===== config.mk =====
export PLATFORM = sky130hd
export DESIGN_NAME = mem_arbiter
export DESIGN_NICKNAME = d
export VERILOG_FILES = /design/src/rtl/mem_arbiter.sv
export SDC_FILE = /design/constraint.sdc
export NUM_CORES = 1
export LEC_CHECK = 0
export BUFFER_PORTS_ARGS = -buffer_cell sky130_fd_sc_hd__buf_2
export CAP_MARGIN = 40
export CORE_MARGIN = 2
export CORE_UTILIZATION = 25
export DETAILED_ROUTE_END_ITERATION = 16
export SYNTH_ARGS = -nofsm -noshare
export SYNTH_HDL_FRONTEND = slang
export SYNTH_SLANG_ARGS = --single-unit

===== constraint.sdc =====
create_clock -name clk -period 3.2 [get_ports clk]
set_input_delay 0.48 -clock clk [delete_from_list [all_inputs] [get_ports clk]]
set_output_delay 0.48 -clock clk [all_outputs]
set_load 0.005 [all_outputs]

===== src/rtl/mem_arbiter.sv =====
// Shares one single-port memory between instruction fetch and M-stage data access; data wins ties, aborts after TIMEOUT cycles.
// Optional MEM_ARB_PERF_CNT_EN adds perf_conflict, a saturating count of IDLE cycles with both requesters eligible.
module mem_arbiter #(
    parameter int DW      = 32,
    parameter int TIMEOUT = 16
) (
    input  logic          clk,
    input  logic          rst,
    input  logic          if_req,
    input  logic [DW-1:0] if_addr,
    output logic [DW-1:0] if_rdata,
    output logic          if_ready,
    input  logic          dm_req,
    input  logic          dm_we,
    input  logic [DW-1:0] dm_addr,
    input  logic [DW-1:0] dm_wdata,
    output logic [DW-1:0] dm_rdata,
    output logic          dm_ready,
    output logic          mem_req,
    output logic          mem_we,
    output logic [DW-1:0] mem_addr,
    output logic [DW-1:0] mem_wdata,
    input  logic [DW-1:0] mem_rdata,
    input  logic          mem_ack,
    output logic          stall_if,
    output logic          stall_mem,
    output logic          bus_err
`ifdef MEM_ARB_PERF_CNT_EN
    ,
    output logic [31:0]   perf_conflict
`endif
);

    localparam int CW = ($clog2(TIMEOUT) > 5) ? $clog2(TIMEOUT) : 5;

    typedef enum logic [1:0] {S_IDLE, S_IF_WAIT, S_DM_WAIT} state_t;

    state_t        r_state;
    state_t        w_state_nxt;
    logic [CW-1:0] r_cnt;
    logic [CW-1:0] w_cnt_nxt;
    logic          r_mem_req,   w_mem_req_nxt;
    logic          r_mem_we,    w_mem_we_nxt;
    logic [DW-1:0] r_mem_addr,  w_mem_addr_nxt;
    logic [DW-1:0] r_mem_wdata, w_mem_wdata_nxt;
    logic          r_if_ready,  w_if_ready_nxt;
    logic          r_dm_ready,  w_dm_ready_nxt;
    logic          r_bus_err,   w_bus_err_nxt;
    logic [DW-1:0] r_if_rdata,  w_if_rdata_nxt;
    logic [DW-1:0] r_dm_rdata,  w_dm_rdata_nxt;

    logic w_if_elig;
    logic w_dm_elig;
    logic w_timeout;

    // A requester whose ready is pulsing this cycle is just being answered, not asking again.
    assign w_if_elig = if_req & ~r_if_ready;
    assign w_dm_elig = dm_req & ~r_dm_ready;
    assign w_timeout = (r_cnt == CW'(TIMEOUT - 1));

    always_ff @(posedge clk or negedge rst) begin
        if (!rst) begin
            r_state <= S_IDLE;
        end else begin
            r_state <= w_state_nxt;
        end
    end

    always_comb begin
        w_state_nxt = r_state;
        case (r_state)
            S_IDLE: begin
                if (w_dm_elig) begin
                    w_state_nxt = S_DM_WAIT;
                end else if (w_if_elig) begin
                    w_state_nxt = S_IF_WAIT;
                end
            end
            S_IF_WAIT, S_DM_WAIT: begin
                if (mem_ack || w_timeout) begin
                    w_state_nxt = S_IDLE;
                end
            end
            default: w_state_nxt = S_IDLE;
        endcase
    end

    always_comb begin
        w_cnt_nxt       = r_cnt;
        w_mem_req_nxt   = r_mem_req;
        w_mem_we_nxt    = r_mem_we;
        w_mem_addr_nxt  = r_mem_addr;
        w_mem_wdata_nxt = r_mem_wdata;
        w_if_ready_nxt  = 1'b0;
        w_dm_ready_nxt  = 1'b0;
        w_bus_err_nxt   = 1'b0;
        w_if_rdata_nxt  = r_if_rdata;
        w_dm_rdata_nxt  = r_dm_rdata;
        case (r_state)
            S_IDLE: begin
                if (w_dm_elig) begin
                    w_mem_req_nxt   = 1'b1;
                    w_mem_we_nxt    = dm_we;
                    w_mem_addr_nxt  = dm_addr;
                    w_mem_wdata_nxt = dm_wdata;
                    w_cnt_nxt       = '0;
                end else if (w_if_elig) begin
                    w_mem_req_nxt   = 1'b1;
                    w_mem_we_nxt    = 1'b0;
                    w_mem_addr_nxt  = if_addr;
                    w_mem_wdata_nxt = '0;
                    w_cnt_nxt       = '0;
                end
            end
            S_IF_WAIT, S_DM_WAIT: begin
                // Ack takes priority over a timeout landing in the same cycle.
                if (mem_ack || w_timeout) begin
                    w_mem_req_nxt = 1'b0;
                    w_mem_we_nxt  = 1'b0;
                    w_bus_err_nxt = ~mem_ack;
                    if (r_state == S_IF_WAIT) begin
                        w_if_ready_nxt = 1'b1;
                        w_if_rdata_nxt = mem_ack ? mem_rdata : '0;
                    end else begin
                        w_dm_ready_nxt = 1'b1;
                        w_dm_rdata_nxt = mem_ack ? mem_rdata : '0;
                    end
                end else begin
                    w_cnt_nxt = r_cnt + CW'(1);
                end
            end
            default: ;
        endcase
    end

    always_ff @(posedge clk or negedge rst) begin
        if (!rst) begin
            r_cnt       <= '0;
            r_mem_req   <= 1'b0;
            r_mem_we    <= 1'b0;
            r_mem_addr  <= '0;
            r_mem_wdata <= '0;
            r_if_ready  <= 1'b0;
            r_dm_ready  <= 1'b0;
            r_bus_err   <= 1'b0;
            r_if_rdata  <= '0;
            r_dm_rdata  <= '0;
        end else begin
            r_cnt       <= w_cnt_nxt;
            r_mem_req   <= w_mem_req_nxt;
            r_mem_we    <= w_mem_we_nxt;
            r_mem_addr  <= w_mem_addr_nxt;
            r_mem_wdata <= w_mem_wdata_nxt;
            r_if_ready  <= w_if_ready_nxt;
            r_dm_ready  <= w_dm_ready_nxt;
            r_bus_err   <= w_bus_err_nxt;
            r_if_rdata  <= w_if_rdata_nxt;
            r_dm_rdata  <= w_dm_rdata_nxt;
        end
    end

    assign mem_req   = r_mem_req;
    assign mem_we    = r_mem_we;
    assign mem_addr  = r_mem_addr;
    assign mem_wdata = r_mem_wdata;
    assign if_ready  = r_if_ready;
    assign dm_ready  = r_dm_ready;
    assign bus_err   = r_bus_err;
    assign if_rdata  = r_if_rdata;
    assign dm_rdata  = r_dm_rdata;
    assign stall_if  = if_req & ~r_if_ready;
    assign stall_mem = dm_req & ~r_dm_ready;

`ifdef MEM_ARB_PERF_CNT_EN
    logic [31:0] r_perf;

    always_ff @(posedge clk or negedge rst) begin
        if (!rst) begin
            r_perf <= '0;
        end else if ((r_state == S_IDLE) && w_if_elig && w_dm_elig && (r_perf != 32'hFFFF_FFFF)) begin
            r_perf <= r_perf + 32'd1;
        end
    end

    assign perf_conflict = r_perf;
`endif

endmodule


==> Word level (Yosys, flattened, before mapping) <==
Cells that the tools add are included.
Widths: inputs -> output; s select.
{ "word_totals": {"inputBits": 134, "elab_cells": 63, "register_bits": 140} }
{ "op_classes": {"bitwise": 6, "reduce_logical": 11, "muxes": 28, "eq_ne": 6, "addsub": 1} }
{ "ops": {"columns": ["cell", "n"], "rows": [
  ["$mux 32", 5],
  ["$mux 5", 3],
  ["$mux 1", 13],
  ["$reduce_and 3->1", 4],
  ["$pmux 5 s2", 1],
  ["$mux 2", 3],
  ["$add 5x1->5 const B", 1],
  ["$eq 5x4->1 const B", 1],
  ["$ne 2x2->1 const B", 2],
  ["$not 1->1", 4],
  ["$pmux 1 s2", 2],
  ["$pmux 2 s2", 1],
  ["$reduce_and 2->1", 2],
  ["$reduce_bool 2->1", 2],
  ["$ne 3x3->1 const B", 1],
  ["$and 1x1->1", 2],
  ["$eq 2x1->1 const B", 1],
  ["$eq 2x2->1 const B", 1],
  ["$logic_not 2->1", 1],
  ["$reduce_or 2->1", 1],
  ["$logic_or 1x1->1", 1]
]} }

==> Logic depth before layout (Yosys ltp) <==
Gate-level depths: netlist of run 1.
{ "depth": {"depth_word": 5, "mapped_depth": 9, "ltp_nobuf": 7} }

==> Least setup slack after synthesis of run 1 <==
No wires, ideal clock.
{ "synth_timing": {"kind": "flip-flop to flip-flop", "start": "reg r_cnt[0]", "end": "reg r_cnt[3]", "n_path_buf": 0, "slack_ns": 1.328, "arrival_ns": 1.751, "stages_incl_launch_ff": 7, "setup_ns": 0.121, "cell_sequence": "dfrtp_1 -> ha_1 -> and3_1 -> ha_1 -> nor3b_4 -> o32ai_2 -> a22o_1"} }
{ "synth_between": {"elab_chain_len": 4, "elab_cells_between_ends": 7, "classes_between": "1 x add/sub; 2 x eq/ne; 2 x mux; 2 x reduce/logical"} }
{ "synth_rtl": {"columns": ["element", "line", "text"], "rows": [
  ["from (decl)", "40", "logic [CW-1:0] r_cnt;"],
  ["from (signal assigned)", "149", "r_cnt <= w_cnt_nxt;"],
  ["parallel branches: the longest is 4 deep, another holds $add 5x1->5", null, null]
]} }
Several ways; the timed one is not identified. The select of a mux whose other input is x is not followed.
A chain may end at the register's enable or synchronous reset.

==> Worst setup path in the final report of run 1 <==
{ "layout_timing": {"start": "reg r_cnt[0]", "end": "reg r_dm_rdata[1] (netlist: dm_rdata[1])"} }
{ "layout_between": {"elab_chain_len": 3} }
{ "layout_rtl": {"columns": ["element", "line", "text"], "rows": [
  ["$eq 5x4->1", "59", "assign w_timeout = (r_cnt == CW'(TIMEOUT - 1));"],
  ["$logic_or 1x1->1", "117", "if (mem_ack || w_timeout) begin"],
  ["$reduce_and 3->1 (no source line)", null, null],
  ["to (signal assigned)", "158", "r_dm_rdata <= w_dm_rdata_nxt;"],
  ["to (decl)", "50", "logic [DW-1:0] r_dm_rdata, w_dm_rdata_nxt;"]
]} }
No other way between the ends.

==> impl.org, run 1 <==
** Floorplan
- For this configuration, the core starts out at a cell density of roughly a quarter.
- The die covers 23800 um2.
- During I/O placement, the number of pins put on the boundary was 269.
- Die H :: 154 um
- The core region is 22000 um2.
- Measured along the x axis, the die boundary spans 154 um.
- In this run the core area contains 54 standard-cell rows.

** STA
- The max-slew violation count is 0.
- Relative max-transition margin :: 53.3%
- The worst path in the final design needs a cycle of roughly 2.2 ns, including I/O delays and setup.
- Static timing analysis puts the maximum clock frequency at 0.453 GHz.
- Summed negative setup slack over all endpoints :: 0 ns
- Setup violations remaining at the end of the flow were counted as 0.
- RSZ-0062 raised after global routing :: false
- Number of failing hold endpoints at the final stage :: 0
- Setup slack after layout :: approximately 0.99 ns
- Slew at the pin closest to its max-slew limit :: 0.701 ns
- The clock arrives with roughly 0.013 ns of skew.
- Period utilization :: 69.0%

** Pwr
- PwrDens :: 922 nW/um2
- Clock network fraction of total power :: about 28%
- VDD IR-drop max :: 0.314 mV
- Fraction of power consumed by combinational cells :: between 30% and 40%
- Switching power share of the total :: around 34%
- Sequential share of power :: 38.6%
- In this run the power spent charging and discharging nets is between 0.002 and 0.0025 W.
- Internal power :: 0.00477 W
- Summed over all cells, the static leakage comes to 4.15 nW.

** Run status
- Result of the run :: finished, final reports clean

** Place
- Quantity of I/O buffers inserted on ports :: 268
- Post-Place Setup Slack :: a little under 1 ns
- Gp weighted congestion :: 0.756
- Detailed placement ended at an HPWL of 11300 um.

** Setup path
- The worst setup path is launched from a register.
- Data on the critical path is required at its endpoint by 3.49 ns.
- For the worst setup path, the data arrival time is 2.50 ns.
- STA classifies the critical path endpoint as a register.
- Crit path kind :: register to register
- Along the worst path, the maximum fanout reaches 36.

** Synth
- In this run, synthesis produced a sequential element count of 140.
- Mapped Area :: 5640 um2
- Mux contribution to synthesized area :: approximately 5.7%
- Averaged over all synthesized cells, the footprint is 10.9 um2.
- The synthesized netlist devotes 0% of its cell area to XOR and XNOR gates.
- Sequential element share of the synthesized area :: 62.1%
- Synthesis produced 516 cells.
- The synthesized netlist devotes 11.3% of its cell area to simple gates.
- The synthesized netlist devotes 0.887% of its cell area to adder and majority cells.
- Yosys warns :: 0
- The number of different library cells used by synthesis comes to 37.
- The number of nets in the synthesized netlist is 654.
- Summing the areas of all compound-gate instances in the mapped netlist gives 15.7% of the synthesized area.
- By area, the combinational part of the netlist is dominated by compound AO/OA/AOI/OAI gates.

** Final layout
- Top library cells by usage in the layout, fill and taps aside :: 267 x buf_2, 140 x dfrtp_1, 134 x nand2_1, 103 x o21ai_0, 33 x a22o_1
- Number of antenna repair diodes :: 0
- Most common cell after layout, fill and taps aside :: buf_2
- Of the cells placed in the final design, the portion with a size suffix greater than 1 is 40.2%.
- Fill cells in the final layout number 2228.
- Relative area change from synthesis to final layout :: 39.1%
- Post-layout nets :: 914

** Drt
- The detailed router finished its first iteration with 177 violations.
- The detail route stage leaves a number of antenna-violating nets equal to 0.
- Wire length per cell :: between 10 and 15 um
- Vias/cell :: 4.33
- The first detailed-routing pass ran for 4 iterations.
- For this run, design rule violations remaining after detail routing come to 0.
- Total via count in the routed design :: ~4.6k
- For this block, the routed nets add up to approximately 16000 um of wire.

** Clocking
- Post-CTS Setup Bufs :: 0
- Total CTS buffers :: 17
- After clock tree synthesis, the repair step resized 0 gates.
- After clock tree synthesis, the clock-pin slew on the worst setup and hold paths is around 0.060 ns.
- The H-tree was split into 4 levels.
- The clock reaches the later pin of the worst-skew pair after 0.42 ns.
- The tree is rooted in a clkbuf_16.
- Clock tree sinks :: 140
- TritonCTS built the clock tree.
- The clock passes through at most 2 buffers.
- Hold bufs inserted after CTS :: 0

** Global routing
- Pin count of the biggest net entering global routing :: 89
- The first global-routing pass estimated 24800 um of wire.
- Overall global routing resource usage :: a little over an eighth
- The total overflow left after global routing is 0.
- The number of global-route vias before repair came to 4670.
- The number of antenna violations at the first check in global routing came to 1.

** Run
- The tool flagged a number of max-cap violations equal to 0.

** Min path
- Worst min-delay path class :: input port to async pin
## worst max-delay path, cell delays in order (launching register included)
cell,delay [ns]
dfrtp_1,0.40
ha_1,0.23
and3_1,0.19
ha_1,0.25
o21ai_0,0.15
or2_2,0.49
buf_12,0.25
o21ai_0,0.11
## routing by layer
layer	track usage, %	vias up	routed length [um]	part of all wire, %
met5	0	-	12	0.077
met4	4.85	2	231	1.5
met3	5.21	19	1510	9.7
met2	20.7	204	6960	45
met1	16.6	2119	6910	44
li1	-	2285	-	-
## cells by family after synthesis
logic type / count (synthesis)
and+or+nand+nor: 153
AOI/OAI and AO/OA: 145
DFF: 140
buffers and inverters: 42
muxes: 32
adders and majority gates: 4
## metrics by stage
step,total power [W],instance area (um2),std cells,utilization (%),hold slack (ns)
after floorplan,0.00417,5640,516,-,0.184
after CTS,0.00737,7850,1068,35.7,0.0988
after detailed placement,0.00527,7240,1037,33.0,0.466
after global placement,0.00522,7240,1037,33.0,0.456
after global routing,0.00782,7850,1068,35.7,0.121
final,0.00724,7850,1068,35.7,0.0793
## synthesized netlist by cell type
cell type | number | area share, %
o21ai_2 | 1 | 0.16
o211ai_1 | 1 | 0.13
ha_1 | 4 | 0.89
nand2b_4 | 1 | 0.24
o32ai_2 | 1 | 0.29
and2b_1 | 1 | 0.13
and3_1 | 1 | 0.11
nand3b_1 | 1 | 0.13
o22a_1 | 1 | 0.16
nand3_1 | 2 | 0.18
or2_1 | 1 | 0.11
o311ai_1 | 1 | 0.16
dfrtp_1 | 140 | 62
inv_1 | 6 | 0.40
mux2i_1 | 32 | 5.7
buf_6 | 6 | 1.2
nor3_2 | 1 | 0.18
clkbuf_1 | 11 | 0.73
o32ai_1 | 1 | 0.16
or2_2 | 1 | 0.11
inv_2 | 1 | 0.066
or3_1 | 1 | 0.11
a21oi_1 | 1 | 0.089
buf_4 | 6 | 0.80
and3b_1 | 1 | 0.16
clkbuf_4 | 2 | 0.27
nor2b_1 | 1 | 0.11
clkbuf_2 | 1 | 0.089
a32o_1 | 1 | 0.18
nor3b_4 | 1 | 0.33
nor2_1 | 5 | 0.33
a22o_1 | 33 | 5.1
nand2_1 | 134 | 8.9
nor2b_2 | 1 | 0.16
o21ai_0 | 103 | 9.1
o31ai_1 | 1 | 0.13
buf_2 | 9 | 0.80
## sequential cells by signal, indices dropped and copies added, names as in the netlist
register,count
dm_ready,1
mem_we,1
bus_err,1
mem_req,1
mem_addr,32
r_state,2
if_rdata,32
if_ready,1
dm_rdata,32
mem_wdata,32
r_cnt,5
## path summary, 6_finish.rpt
check | slack (ns) | to | from | depth (start not counted)
max in group asynchronous | 2.44 | mem_wdata[26] | rst | 2
worst min register to register | 0.47 | mem_addr[27] | mem_addr[27] | 2
worst max-delay path | 0.99 | dm_rdata[1] | r_cnt[0] | 7
min in group clk | 0.28 | mem_wdata[8] | dm_wdata[8] | 2
worst min-delay path | 0.08 | mem_addr[20] | rst | 1
worst max register to register | 0.99 | dm_rdata[1] | r_cnt[0] | 7
## power groups by stage
stage / combinational (W) / clock, W / sequential, W
after detailed placement: 0.00246 / 0 / 0.00281
after CTS: 0.00245 / 0.00212 / 0.00280
final: 0.00239 / 0.00206 / 0.00279
after global routing: 0.00273 / 0.00220 / 0.00288
after global placement: 0.00241 / 0 / 0.00281
after floorplan: 0.00130 / 0 / 0.00287
## cell type report
type	count	area (um2)	area share [%]
Sequential cell	140	3500	44.6
Multi-Input combinational cell	334	1900	24.3
Timing Repair Buffer	276	1460	18.6
Clock buffer	17	425	5.42
Tap cell	280	350	4.46
Clock inverter	14	183	2.33
Inverter	7	26.3	0.335
Power figures use the tool's default switching activity.
==> inputs of run 2 (changes only) <==
==> constraint.sdc (replaced) <==
create_clock -name clk -period 2.2 [get_ports clk]
set_input_delay 0.33 -clock clk [delete_from_list [all_inputs] [get_ports clk]]
set_output_delay 0.33 -clock clk [all_outputs]
set_load 0.005 [all_outputs]
==> impl.org, run 2 (synthesis gave the netlist of run 1 again) <==
** Run status
- Result of the run :: finished, final reports clean

** Setup path
- Kind of capture point of the worst setup path :: output port
- Minimum setup slack among reg-to-reg paths :: 0.21 ns (-0.78 ns)
- Critical path data arrival time :: 1.68 ns (-0.82 ns)
- The worst register-to-register path ends at r_state[0].
- Crit. Startpoint :: dm_ready
- Critical path, cell by cell :: nand2b_4 > inv_2 > buf_4 > buf_2
- The cell depth of the worst flop-to-flop path came to 7 (unchanged).
- Worst EP required :: 1.87 ns (-1.62 ns)
- The slowest stage of the critical path belongs to the cell dfrtp_1.
- The maximum cell stage delay along the critical path was 0.38 ns (-0.11 ns).
- Crit path kind :: register to output port
- Nature of the critical path startpoint :: register
- The peak fanout along the critical path is 15 (-58%).
- Worst R2R Start :: r_cnt[0]

** Drt
- The detailed-route wire length per cell came to 14.5 um (-0.75%).
- Remaining DRCs :: 0 (unchanged)
- The routed via count divided by cell count is 4.29 (-1.0%).
- Number of iterations in the first detailed-routing pass :: 4 (unchanged)
- The total number of vias was 4608 (-0.45%).
- The sum of routed wire length over all layers came to 15600 um (-0.19%).
- The number of DRC violations after detailed-routing iteration 0 was 176 (-0.56%).
- The antenna violation net count after detailed routing was 0 (unchanged).

** Final layout
- The top cell types in the final layout, fill and taps aside, are 267 x buf_2, 140 x dfrtp_1, 134 x nand2_1, 103 x o21ai_0, 33 x a22o_1.
- The number of nets at the end of the flow came to 919 (+0.55%).
- The library cell used most frequently in the layout, excluding fill and tap cells, is buf_2.
- The fill cell instance count of the final layout was 2226 (-0.090%).
- The area taken by flip-flops and latches is 3500 um2 (unchanged).
- The area used by multi-input combinational logic was 1900 um2 (unchanged).
- The fraction of final layout cells with drive strength greater than 1 is 40.4% (+0.20 points).
- Number of antenna repair diodes :: 0 (unchanged)
- The post-layout utilization of the core was 36.1% (+0.30 points).
- From synthesis to final layout, the design area changed by 40.3%.

** Run
- Max-cap violation count :: 0 (unchanged)

** STA
- The transition time at the pin with the least slew margin came to 0.448 ns (-0.253 ns).
- The largest clock skew in the final design came to 0.0203 ns (+0.00741 ns).
- For the finished layout, the period the worst path requires is 2.01 ns.
- Derived from the worst setup path, the maximum achievable clock frequency is 0.497 GHz.
- The worst max-slew margin expressed relative to the limit came to 70.1% (+17 points).
- RSZ-0062 raised after global routing :: false
- Number of failing hold endpoints at the final stage :: 0 (unchanged)
- Period utilization :: 91.5%
- The max-slew violation count is 0 (unchanged).
- # setup viols final :: 0 (unchanged)
- Summed negative setup slack over all endpoints :: 0 ns (unchanged)

** Clocking
- Total CTS buffers :: 17 (unchanged)
- Clock transition at the registers of the reported paths :: 0.06 ns (about the same)
- Post-CTS Setup Bufs :: 0 (unchanged)
- Clock tree sinks :: 140 (unchanged)
- The number of buffers on the longest clock path was 2 (unchanged).
- Clock tree root driver cell :: clkbuf_16
- Worst skew pair latency :: 0.42 ns (about the same)
- The number of cells upsized or downsized after cts is 0 (unchanged).
- CTS tree :: built
- The depth of the CTS H-tree is 4 (unchanged).

** Global routing
- Via count of the first global-routing pass :: 4643 (-0.58%)
- Sum of overflow across all layers after global routing :: 0 (unchanged)
- Overall global routing resource usage :: 13.3% (+0.064 points)
- Pin count of the biggest net entering global routing :: 89 (unchanged)
- The number of antenna violations at the first check in global routing was 0 (-1).
- The wire length of the first global-routing pass is 24600 um (-0.72%).

** Min path
- The worst hold path terminates at mem_wdata[20].
- In this run the worst hold path is classified as input port to register.
- Hold_sp :: dm_wdata[20]
- The worst hold path was traced through 2 stages.

** Place
- Detailed placement HPWL :: 11200 um (-1.5%)
- Quantity of I/O buffers inserted on ports :: 268 (unchanged)
- Gp weighted congestion :: 0.765 (+1.1%)

** Pwr
- VDD IR-drop max :: 0.491 mV (+56%)
- The total power density per cell area was 1340 nW/um2 (+46%).
- The static leakage power is 4.19 nW (+0.95%).

** Floorplan
- Die area :: 23800 um2 (unchanged)
- The number of top-level pins was 269 (unchanged).
- Standard-cell row count :: 54 (unchanged)
- Die W :: 154 um (unchanged)
- The overall die height is 154 um (unchanged).
- Core Area :: 22000 um2 (unchanged)
- Starting density of the core :: 25.7% (unchanged)
-- run 2: changes by cell type in the layout (fill, tap and decap cells not counted) --
| cell | before | now |
|---|---|---|
| inv_6 | 6 | 3 |
| bufinv_16 | 3 | 4 |
| clkbuf_1 | 0 | 1 |
| buf_4 | 4 | 7 |
| dlygate4sd3_1 | 0 | 1 |
| clkinv_4 | 2 | 1 |
| clkinv_2 | 0 | 3 |
| buf_12 | 4 | 5 |
-- run 2: what timing repair did --
action / CTS / global route
hold endpoints to repair: 43 / 0
setup endpoints to repair: 0 / 0
hold buffers: 1 / 0
-- run 2: routing by layer --
layer / wire length [um] / track usage, % / vias up
li1: - / - / 2301
met1: 6940 / 16.6 / 2083
met4: 357 / 5.56 / 0
met2: 6820 / 20.5 / 202
met5: 0 / 0 / -
met3: 1480 / 5.21 / 22
-- run 2: final cells by class --
type,count,area share [%]
Sequential cell,140,44.3
Multi-Input combinational cell,334,24.1
Timing Repair Buffer,281,19.1
Clock buffer,18,5.42
Tap cell,280,4.43
Clock inverter,14,2.43
Inverter,7,0.332
-- run 2: how the worst max path moves through the flow --
stage	cells after the start	to	slack, ns
finish	4	stall_mem	0.19
global route	8	dm_rdata[10]	0.05
CTS	4	stall_mem	0.11
detailed placement	6	if_rdata[18]	0.23
global placement	7	r_state[0]	0.28
floorplan	6	r_cnt[3]	0.33
-- run 2: critical path, delay by kind of cell, from the launching register on --
family	cells	cell delay (ns)
DFF	1	0.38
buffers and inverters	3	0.73
and+or+nand+nor	1	0.16
-- run 2: stage by stage --
| step | cells | area [um2] | total power [W] | worst slack, ns | hold WS [ns] |
|---|---|---|---|---|---|
| global route | 1074 | 7920 | 0.0115 | 0.0458 | 0.109 |
| global placement | 1041 | 7280 | 0.00762 | 0.279 | 0.307 |
| CTS | 1074 | 7920 | 0.0108 | 0.111 | 0.0958 |
| finish | 1074 | 7920 | 0.0106 | 0.186 | 0.124 |
| detailed placement | 1041 | 7280 | 0.00770 | 0.230 | 0.302 |
| floorplan | 516 | 5640 | 0.00607 | 0.328 | 0.0344 |
-- run 2: where the power goes --
part           switching, W  total [W]  internal [W]
clock network       0.00115    0.00305       0.00190
registers          0.000490    0.00406       0.00357
logic               0.00191    0.00352       0.00161
total               0.00354     0.0106       0.00708
